==> src/rtl/sc_pkg.sv <==
`default_nettype none
// ============================================================================
// Module  : sc_pkg
// Purpose : Shared sizing and FSM state encoding for the SC frame scheduler.
// Revision: 1.0
// ============================================================================
package sc_pkg;

    localparam int N         = 12;
    localparam int FRAME_LEN = 2 ** N;

    typedef enum logic [1:0] {
        IDLE  = 2'd0,
        RUN   = 2'd1,
        STALL = 2'd2
    } state_t;

endpackage
`default_nettype wire

==> src/rtl/sc_skid_reg.sv <==
`default_nettype none
// ============================================================================
// Module  : sc_skid_reg
// Purpose : One-entry valid/ready holding register; accepts only when empty.
// Revision: 1.0
// ============================================================================
module sc_skid_reg #(
    parameter int W = 13
) (
    input  logic         clock_d,
    input  logic         reset_n,
    input  logic         in_valid,
    output logic         in_ready,
    input  logic [W-1:0] in_data,
    input  logic         pop,
    output logic         out_valid,
    output logic [W-1:0] out_data
);

    logic         vld_q;
    logic         vld_d;
    logic [W-1:0] data_q;
    logic [W-1:0] data_d;

    // Push and pop are mutually exclusive: push needs empty, pop needs full.
    always_comb begin
        vld_d  = vld_q;
        data_d = data_q;
        if (in_valid && !vld_q) begin
            vld_d  = 1'b1;
            data_d = in_data;
        end else if (pop) begin
            vld_d  = 1'b0;
        end
    end

    always_ff @(posedge clock_d or negedge reset_n) begin
        if (!reset_n) begin
            vld_q  <= 1'b0;
            data_q <= '0;
        end else begin
            vld_q  <= vld_d;
            data_q <= data_d;
        end
    end

    assign in_ready  = !vld_q;
    assign out_valid = vld_q;
    assign out_data  = data_q;

endmodule
`default_nettype wire

==> src/rtl/sc_frame_sched.sv <==
`default_nettype none
// ============================================================================
// Module  : sc_frame_sched
// Purpose : Frames one buffered sample per FRAME_LEN cycles into an SC
//           datapath and captures its result with output backpressure.
// Revision: 1.0
// ============================================================================
module sc_frame_sched #(
    parameter int N         = sc_pkg::N,
    parameter int FRAME_LEN = sc_pkg::FRAME_LEN
) (
    input  logic         clock_d,
    input  logic         reset_n,
    input  logic         in_valid,
    output logic         in_ready,
    input  logic [N:0]   in_data,
    output logic [N:0]   hwa_in,
    output logic         hwa_sample,
    output logic [N-1:0] bit_idx,
    input  logic [N:0]   hwa_out,
    input  logic         hwa_done,
    output logic         out_valid,
    input  logic         out_ready,
    output logic [N:0]   out_data,
    output logic         busy,
    output logic         err_nodone
);

    import sc_pkg::*;

    localparam logic [N-1:0] LAST_IDX = N'(FRAME_LEN - 1);

    logic         ibuf_vld;
    logic [N:0]   ibuf_data;
    logic         ibuf_pop;

    state_t       state_q;
    state_t       state_d;
    logic [N-1:0] bit_idx_q;
    logic [N-1:0] bit_idx_d;
    logic [N:0]   hwa_in_q;
    logic [N:0]   hwa_in_d;
    logic         hwa_sample_q;
    logic         hwa_sample_d;
    logic         out_valid_q;
    logic         out_valid_d;
    logic [N:0]   out_data_q;
    logic [N:0]   out_data_d;
    logic         err_nodone_q;
    logic         err_nodone_d;

    logic         final_cyc;
    logic         slot_free;
    logic         capture;
    logic         start_frame;

    sc_skid_reg #(
        .W (N + 1)
    ) u_ibuf (
        .clock_d   (clock_d),
        .reset_n   (reset_n),
        .in_valid  (in_valid),
        .in_ready  (in_ready),
        .in_data   (in_data),
        .pop       (ibuf_pop),
        .out_valid (ibuf_vld),
        .out_data  (ibuf_data)
    );

    // STALL is only entered with an occupied output slot, so it is always a
    // final cycle waiting for out_ready.
    assign final_cyc = ((state_q == RUN) && (bit_idx_q == LAST_IDX)) || (state_q == STALL);
    assign slot_free = !out_valid_q || out_ready;
    assign capture   = final_cyc && slot_free;

    always_comb begin
        state_d      = state_q;
        bit_idx_d    = bit_idx_q;
        hwa_in_d     = hwa_in_q;
        hwa_sample_d = 1'b0;
        out_valid_d  = out_valid_q;
        out_data_d   = out_data_q;
        err_nodone_d = err_nodone_q;
        start_frame  = 1'b0;

        if (capture) begin
            out_valid_d = 1'b1;
            out_data_d  = hwa_out;
            if (!hwa_done) begin
                err_nodone_d = 1'b1;
            end
        end else if (out_valid_q && out_ready) begin
            out_valid_d = 1'b0;
        end

        case (state_q)
            IDLE: begin
                start_frame = ibuf_vld;
            end
            RUN: begin
                if (bit_idx_q != LAST_IDX) begin
                    bit_idx_d = bit_idx_q + 1'b1;
                end else if (slot_free) begin
                    start_frame = ibuf_vld;
                    state_d     = IDLE;
                end else begin
                    state_d = STALL;
                end
            end
            STALL: begin
                if (capture) begin
                    start_frame = ibuf_vld;
                    state_d     = IDLE;
                end
            end
            default: begin
                state_d = IDLE;
            end
        endcase

        // A new frame overrides the IDLE fall-through chosen above.
        if (start_frame) begin
            state_d      = RUN;
            hwa_in_d     = ibuf_data;
            bit_idx_d    = '0;
            hwa_sample_d = 1'b1;
        end
    end

    assign ibuf_pop = start_frame;

    always_ff @(posedge clock_d or negedge reset_n) begin
        if (!reset_n) begin
            state_q      <= IDLE;
            bit_idx_q    <= '0;
            hwa_in_q     <= '0;
            hwa_sample_q <= 1'b0;
            out_valid_q  <= 1'b0;
            out_data_q   <= '0;
            err_nodone_q <= 1'b0;
        end else begin
            state_q      <= state_d;
            bit_idx_q    <= bit_idx_d;
            hwa_in_q     <= hwa_in_d;
            hwa_sample_q <= hwa_sample_d;
            out_valid_q  <= out_valid_d;
            out_data_q   <= out_data_d;
            err_nodone_q <= err_nodone_d;
        end
    end

    assign hwa_in     = hwa_in_q;
    assign hwa_sample = hwa_sample_q;
    assign bit_idx    = bit_idx_q;
    assign out_valid  = out_valid_q;
    assign out_data   = out_data_q;
    assign err_nodone = err_nodone_q;
    assign busy       = (state_q != IDLE);

endmodule
`default_nettype wire

==> config.mk <==
export PLATFORM = sky130hd
export DESIGN_NAME = sc_frame_sched
export DESIGN_NICKNAME = d
export VERILOG_FILES = /design/src/rtl/sc_pkg.sv /design/src/rtl/sc_skid_reg.sv /design/src/rtl/sc_frame_sched.sv
export SDC_FILE = /design/constraint.sdc
export NUM_CORES = 1
export LEC_CHECK = 0
export BUFFER_PORTS_ARGS = -buffer_cell sky130_fd_sc_hd__buf_2
export CAP_MARGIN = 20
export CORE_ASPECT_RATIO = 1.25
export CORE_MARGIN = 2
export CORE_UTILIZATION = 35
export DETAILED_ROUTE_END_ITERATION = 16
export PLACE_DENSITY_LB_ADDON = 0.1
export SYNTH_ARGS = -nofsm -noshare
export SYNTH_HDL_FRONTEND = slang
export SYNTH_SLANG_ARGS = --single-unit
==> constraint.sdc <==
create_clock -name clock_d -period 2.88 [get_ports clock_d]
set_clock_uncertainty 0.15 [all_clocks]
set_input_delay 0.576 -clock clock_d [delete_from_list [all_inputs] [get_ports clock_d]]
set_output_delay 0.576 -clock clock_d [all_outputs]
set_load 0.02 [all_outputs]
# Yosys cells after proc, flatten, opt, wreduce, memory -nomap -nowiden
# Cells that the tools add are included.
dict set report word_totals {
  inputBits 31
  wordCells 52
  ff_bits 57
}
dict set report op_classes {
  muxes 17
  eq_ne 7
  n_reduce_logical 17
  bitwise_logic 1
  add_sub_neg 1
}
# op count
set ops {}
lappend ops {{$mux 12} 3}
lappend ops {{$add 12x1->12 const B} 1}
lappend ops {{$eq 12x12->1 const B} 1}
lappend ops {{$ne 12x12->1 const B} 1}
lappend ops {{$reduce_bool 2->1} 5}
lappend ops {{$mux 1} 8}
lappend ops {{$mux 2} 4}
lappend ops {{$ne 3x3->1 const B} 2}
lappend ops {{$pmux 2 s3} 1}
lappend ops {{$logic_and 1x1->1} 4}
lappend ops {{$reduce_and 2->1} 2}
lappend ops {{$pmux 1 s3} 1}
lappend ops {{$reduce_and 3->1} 1}
lappend ops {{$eq 2x1->1 const B} 1}
lappend ops {{$eq 2x2->1 const B} 1}
lappend ops {{$logic_not 1->1} 2}
lappend ops {{$logic_not 2->1} 1}
lappend ops {{$logic_or 1x1->1} 2}
lappend ops {{$ne 2x2->1 const B} 1}
lappend ops {{$not 1->1} 1}

# Longest topological paths before layout
# Gate-level depths: netlist of run 1.
dict set report depth {
  word_depth 8
  depth_mapped 8
  ltp_nobuf 5
}

# Hierarchy
# From an unflattened synthesis of run 1, not the netlist that was laid out.
dict set report unflattened {
  cells_unflattened 212
  hier_area_um2 2552.4
}
# module seq_area_each_um2 cells_each area_each_um2 instances
set modules_own_cells {}
lappend modules_own_cells {sc_frame_sched 1076.0 180 1973.1 1}
lappend modules_own_cells {sc_skid_reg 350.3 32 579.3 1}

# Worst setup path after synthesis of run 1
# No wires, ideal clock.
dict set report synth_timing {
  path_kind {register to register}
  start {register bit_idx_q[0] (netlist: bit_idx[0])}
  end {register hwa_in_q[12] (netlist: hwa_in[12])}
  path_slack_ps 637
  path_buffers 0
  arrival_ps 1961
  stages_incl_launch_ff 6
  t_required_ps 2599
  cell_sequence {dfrtp_1 -> ha_1 -> nand3_1 -> or4_4 -> o211a_1 -> or3_1}
}
dict set report synth_via {
  elab_chain_len 6
  word_cells_on_any_way 8
  cone_classes {eq/ne (2); mux (3); reduce/logical (3)}
}
# item line
set synth_rtl {}
lappend synth_rtl {{from (decl)} sc_frame_sched.sv:39} ;# logic [N-1:0] bit_idx_q;
lappend synth_rtl {{from (signal assigned)} sc_frame_sched.sv:143} ;# bit_idx_q <= bit_idx_d;
lappend synth_rtl {{$eq 12x12->1} sc_frame_sched.sv:72} ;# assign final_cyc = ((state_q == RUN) && (bit_idx_q == LAST_IDX)) || (state_q == STALL);
lappend synth_rtl {{$logic_and 1x1->1} sc_frame_sched.sv:72}
lappend synth_rtl {{$logic_or 1x1->1} sc_frame_sched.sv:72}
lappend synth_rtl {{$logic_and 1x1->1} sc_frame_sched.sv:74} ;# assign capture = final_cyc && slot_free;
lappend synth_rtl {{$mux 1} sc_frame_sched.sv:111} ;# if (capture) begin
lappend synth_rtl {{$pmux 1 s3 (*)} sc_frame_sched.sv:96} ;# case (state_q)
lappend synth_rtl {{to (signal assigned)} sc_frame_sched.sv:144} ;# hwa_in_q <= hwa_in_d;
lappend synth_rtl {{to (decl)} sc_frame_sched.sv:41} ;# logic [N:0] hwa_in_q;
# Every way passes the cells marked *; elsewhere a longest branch is shown, timed or not.
# A chain may end at the register's enable or synchronous reset.

# Worst setup path in the final report of run 1
dict set report layout_timing {
  start {register bit_idx_q[0] (netlist: bit_idx[0])}
  end {register out_data_q[12] (netlist: out_data[12])}
}
dict set report layout_via {
  elab_chain_len 4
}
# item line
set layout_rtl {}
lappend layout_rtl {{$eq 12x12->1} sc_frame_sched.sv:72}
lappend layout_rtl {{$logic_and 1x1->1} sc_frame_sched.sv:72}
lappend layout_rtl {{$logic_or 1x1->1} sc_frame_sched.sv:72}
lappend layout_rtl {{$logic_and 1x1->1} sc_frame_sched.sv:74}
lappend layout_rtl {{to (signal assigned)} sc_frame_sched.sv:147} ;# out_data_q <= out_data_d;
lappend layout_rtl {{to (decl)} sc_frame_sched.sv:47} ;# logic [N:0] out_data_q;
# Every way passes these cells.

==> results.ini, run 1 <==
[routing]
dr.pass1.iters=4
vias=2358
drt_iter0_drc=112
wl_per_cell_um=15.6
avgViaCountPerCell=5.28
drtAntennaViolNets=0
drc=0
wl_um=6960

[logic_synthesis]
synth_mux_area_share_pct=5.26
syn_area_um2=2780
yosysMostFrequentCell=dfrtp_1
synthTopCellsByCount=dfrtp_1, nand2_1, or3_1
post-synth-top-area-fraction_pct=51.2
yosysTopAreaCell=dfrtp_1
synthXorXnorAreaFrac_pct=0.315
synthSimpleGateAreaFrac_pct=19.7
synth-main-ff-cell=dfrtp_1
avgSynthCellArea_um2=10.2
seq_area_frac_synth_pct=51.2
synth.net_count=304
synth_edf_count=0
synthCells=272
synth_top_family_by_area=simple AND/OR/NAND/NOR gates
synthTopCellsByArea=dfrtp_1, nand2_1, mux2_2, or3_1, a2bb2oi_1
ys_warn_count=0
synth_compound_area_share_pct=18.6
synthDistinctLibCells=45
yosys.area_share.adder_pct=0.449
synth_seq_cells=57
async_reset_ff_share_pct=100

[floorplan]
die_y_um=104
die_w_um=83.8
rows=36
die-area_um2=8690
core-area_um2=7750
io_pins=74
start_util_pct=35.9

[setup_path]
crit_chain=ha_1, nand3_1, or4_4, nor3_4, o22ai_1
crit_arrival_ns=2.53
crit_required_ns=2.92
critPathMaxStageDelay_ns=0.69
critical_path_class=reg -> reg
slowest_stage=or4_4
cp_max_fo=31
critPathLaunchType=flop
worst_setup_path_end_kind=flop

[clock_tree]
postCtsSetupBuffers=0
cts_buffer_depth=2
insertion_delay_ns=0.34
postCtsHoldBufs=0
path_clk_slew_ns=0.07
cts_tree=yes
cts_buffers=9
htree_num_levels=3
clock-sinks=57
post_cts_resize_count=0
cts_root_buf=clkbuf_8

[status]
status=complete, no violations

[power]
swShare_pct=35.6
p_sw_w=0.00112
seq_power_share_pct=40.1
power_w=0.00314
ir_drop_uv=399
clock_power_share_pct=27.1
internal-power_w=0.00202
p_leak_nw=1.66
power_density_nw_per_um2=905
p_comb_share_pct=32.8

[flow_run]
drv_cap=0

[grt]
grt_overflow=0
track_usage_pct=16.5
grt_pass1_vias=2374
grt_pass1_wl_um=11600
antenna_found_initial=0
grt_max_degree=32

[timing]
period_minus_slack_ns=2.48
fmax_mhz=403
max_slew.worst_pin.slew_ns=0.533
slew_violations=0
rsz0062_at_grt=false
setup_viol=0
setup_tns_ns=0
maxSlewHeadroom_pct=64.5
hold_viol=0
whs_ns=0.0538
fin_crit_sh_pct=86.2

[placement]
dp_hpwl_um=4610
gp_congestion=0.763
portBuffers=73
dp_cells=431

[cells_and_area]
nets=379
fillers=767
drive_above_1_share_pct=34.4
finalNonFillerCells=447
final_core_util_pct=44.7
syn_to_final_growth_pct=24.5
num_antenna_cells=0

[min_path]
min_path_type=in -> async

per-layer routing:
| metal | up-vias | routed length (µm) | track usage (%) |
|---|---|---|---|
| met2 | 50 | 3380 | 25.8 |
| met3 | 11 | 271 | 3.43 |
| met1 | 1138 | 3170 | 21.7 |
| met5 | - | 0 | 0 |
| li1 | 1159 | - | - |
| met4 | 0 | 137 | 7.60 |
placed cells by master (no fill, tap or decap), types with 3 or more instances in the layout:
master and instances:
nand3_1 18, o211ai_1 12, a2bb2oi_1 12, clkbuf_8 10, nand2b_1 3, inv_1 3, o21ai_0 6, buf_2 73
mux2_2 13, nand2_1 43, nor2b_1 4, a21oi_1 4, dfrtp_1 57, or3_1 19, buf_4 12, o31ai_1 4
o22ai_1 13, nor2_1 3, a22oi_1 8
state kept, by name, indices dropped and copies added, names as in the netlist:
name / cells
hwa_sample: 1
out_data: 13
u_ibuf.out_data: 13
out_valid: 1
hwa_in: 13
bit_idx: 12
u_ibuf.out_valid: 1
err_nodone: 1
state_q: 2
cells by family (layout without fill, tap and decap cells):
family / count (synthesis) / count (layout)
simple gates: 105 / 105
compound gates: 71 / 71
flops: 57 / 57
buf+inv: 24 / 104
mux: 13 / 13
fa+ha+maj: 1 / 1
xor+xnor: 1 / 1
worst max-delay path: cells and delay by family, from the launching register on:
kind | cells | cell delay, ns
AOI/OAI and AO/OA | 1 | 0.16
and+or+nand+nor | 3 | 1.37
DFF | 1 | 0.41
adders and majority gates | 1 | 0.25
power by group through the flow:
stage                     clock network (W)  logic, W  registers [W]
after detailed placement                  0   0.00104        0.00127
after global routing               0.000901   0.00114        0.00130
after floorplan                           0  0.000534        0.00142
after global placement                    0   0.00103        0.00127
final                              0.000849   0.00103        0.00126
after CTS                          0.000870   0.00105        0.00126
metrics by stage:
step	cell area, µm²	worst slack (ns)
floorplan	2780	0.637
global placement	3250	0.437
detailed placement	3250	0.369
CTS	3470	0.373
global route	3470	0.226
finish	3470	0.396
cell type report:
| cell class | instances | area [µm²] | area share (%) |
|---|---|---|---|
| sequential | 57 | 1430 | 41.2 |
| multi-input combinational | 191 | 1230 | 35.6 |
| timing repair buffer | 85 | 455 | 13.1 |
| clock buffer | 11 | 141 | 4.08 |
| tap | 95 | 119 | 3.43 |
| clock inverter | 5 | 78.8 | 2.27 |
| inverter | 3 | 11.3 | 0.325 |
final timing paths:
check	slack, ns	end	startpoint	cells after the start
max in group asynchronous	1.85	hwa_in[3]	reset_n	2
min in group clock_d	0.27	err_nodone	hwa_done	2
min reg2reg	0.32	err_nodone	err_nodone	2
min	0.05	bit_idx[10]	reset_n	1
max	0.40	out_data[12]	bit_idx[0]	5
max reg2reg	0.40	out_data[12]	bit_idx[0]	5
Power figures use the tool's default switching activity.
==> run 2, diff against run 1 <==
REMOVE_ABC_BUFFERS = 1   (was unset)
==> run 2 against run 1 <==
Against the previous run:
- setup slack better by 0.0073 ns
- design area is 1.6% lower
- fmax grew 0.29%
- critical endpoint unchanged
- largest power group unchanged
- clock power down 18%
- global-route usage shrank 0.58 points
- die area unchanged
- critical path depth unchanged
- total power down 5.2%
- worst hold slack improved by 0.020 ns
- sequential share of layout area is 0.65 points higher
- clock-buffer cell count did not move
==> results.ini, run 2 (same netlist as run 1, synthesis figures left out) <==
[status]
status=complete, no violations

[clock_tree]
htree_num_levels=3  ; unchanged
cts_root_buf=clkbuf_8
cts_buffers=9  ; unchanged
clock-sinks=57  ; unchanged
insertion_delay_ns=0.33  ; about the same
post_cts_resize_count=0  ; unchanged
cts_tree=yes
path_clk_slew_ns=0.06  ; about the same
postCtsHoldBufs=0  ; unchanged
cts_buffer_depth=2  ; unchanged
postCtsSetupBuffers=0  ; unchanged

[setup_path]
critPathLaunchType=flop
crit_chain=ha_1, nand3_1, or4_4, nor3_4, o22ai_1
r2r_cells=5  ; unchanged
r2r-start=bit_idx[0]
crit_cells=5  ; unchanged
critPathMaxStageDelay_ns=0.69  ; about the same
crit_required_ns=2.91  ; about the same
slowest_stage=or4_4
crit_path_start=bit_idx[0]
reg2reg_slack_ns=0.40  ; about the same
critPathBufInv=0  ; unchanged
critical_path_class=reg -> reg
rr_endpoint=out_data[12]
endpoint=out_data[12]
worst_setup_path_end_kind=flop
cp_max_fo=31  ; unchanged
crit_arrival_ns=2.51  ; -0.02 ns
cp_top_family=simple AND/OR/NAND/NOR gates

[min_path]
min_path_type=in -> async

[floorplan]
die_w_um=83.8  ; unchanged
core-area_um2=7750  ; unchanged
rows=36  ; unchanged
io_pins=74  ; unchanged
die-area_um2=8690  ; unchanged
start_util_pct=35.9  ; unchanged
die_y_um=104  ; unchanged

[placement]
portBuffers=73  ; unchanged
place_area_um2=3240  ; -0.31%
dp_cells=428  ; -0.70%
dp_hpwl_um=4290  ; -6.8%
gp_congestion=0.766  ; +0.38%

[flow_run]
drv_cap=0  ; unchanged

[routing]
dr.pass1.iters=4  ; unchanged
drc=0  ; unchanged
avgViaCountPerCell=5.33  ; +0.95%
drt_iter0_drc=100  ; -11%
wl_per_cell_um=15.0  ; -3.6%
vias=2359  ; +0.042%
wl_um=6650  ; -4.5%
drtAntennaViolNets=0  ; unchanged

[power]
power_density_nw_per_um2=871  ; -3.7%
ir_drop_uv=308  ; -23%
p_leak_nw=1.63  ; -1.9%
power_w=0.00297  ; -5.2%

[timing]
period_minus_slack_ns=2.48  ; -0.00726 ns
maxSlewHeadroom_pct=64.3  ; -0.17 points
rsz0062_at_grt=false
fmax_mhz=404  ; +0.29%
setup_tns_ns=0  ; unchanged
hold_viol=0  ; unchanged
setup_viol=0  ; unchanged
fin_crit_sh_pct=86.0  ; -0.25 points
slew_violations=0  ; unchanged
max_slew.worst_pin.slew_ns=0.533  ; +0.000790 ns

[grt]
grt_pass1_wl_um=11000  ; -5.1%
antenna_found_initial=0  ; unchanged
grt_max_degree=58  ; +81%
grt_overflow=0  ; unchanged
grt_pass1_vias=2260  ; -4.8%
track_usage_pct=15.9  ; -0.58 points

[cells_and_area]
nets=376  ; -0.79%
final_cell_mix=buf_2, dfrtp_1, nand2_1, or3_1, nand3_1
layout_commonest_cell=buf_2
design_area_um2=3410  ; -1.6%
syn_to_final_growth_pct=22.6
num_antenna_cells=0  ; unchanged
finalNonFillerCells=443  ; -0.89%
drive_above_1_share_pct=33.3  ; -1.0 points

[run 2: cell count changes in the layout (fill, tap and decap cells not counted), sizes merged]
cell,before,now
buf,85,82
bufinv,2,1
[run 2: routing by layer]
layer	vias up	wire length [µm]	GRT usage, %
met2	64	3190	24.9
met5	-	0	0
met1	1134	2990	20.5
met4	0	97	7.14
met3	9	369	4.30
li1	1152	-	-
[run 2: final cells by class]
| cell class | instances | area (µm²) |
|---|---|---|
| clock inverter | 4 | 45.0 |
| clock buffer | 11 | 131 |
| tap | 95 | 119 |
| fill | 798 | 4340 |
| timing repair buffer | 82 | 445 |
| sequential | 57 | 1430 |
| inverter | 3 | 11.3 |
| multi-input combinational | 191 | 1230 |
[run 2: stage by stage]
step | util [%] | worst slack (ns) | hold slack, ns
floorplan | - | 0.148 | 0.130
global placement | 41.8 | 0.443 | 0.297
detailed placement | 41.8 | 0.403 | 0.305
CTS | 44.0 | 0.384 | 0.0921
global route | 44.0 | 0.223 | 0.0992
finish | 44.0 | 0.403 | 0.0735
[run 2: worst min-delay path by stage]
stage	from	to	slack (ns)	cells after the start
finish	reset_n	bit_idx[5]	0.07	2
CTS	reset_n	bit_idx[5]	0.09	2
global placement	err_nodone	err_nodone	0.30	2
floorplan	reset_n	bit_idx[0]	0.13	0
detailed placement	err_nodone	err_nodone	0.30	2
global route	reset_n	bit_idx[5]	0.1	2
[run 2: where the power goes]
| group | internal, W | switching, W |
|---|---|---|
| clock network | 0.000391 | 0.000309 |
| registers | 0.00106 | 0.000206 |
| logic | 0.000448 | 0.000564 |
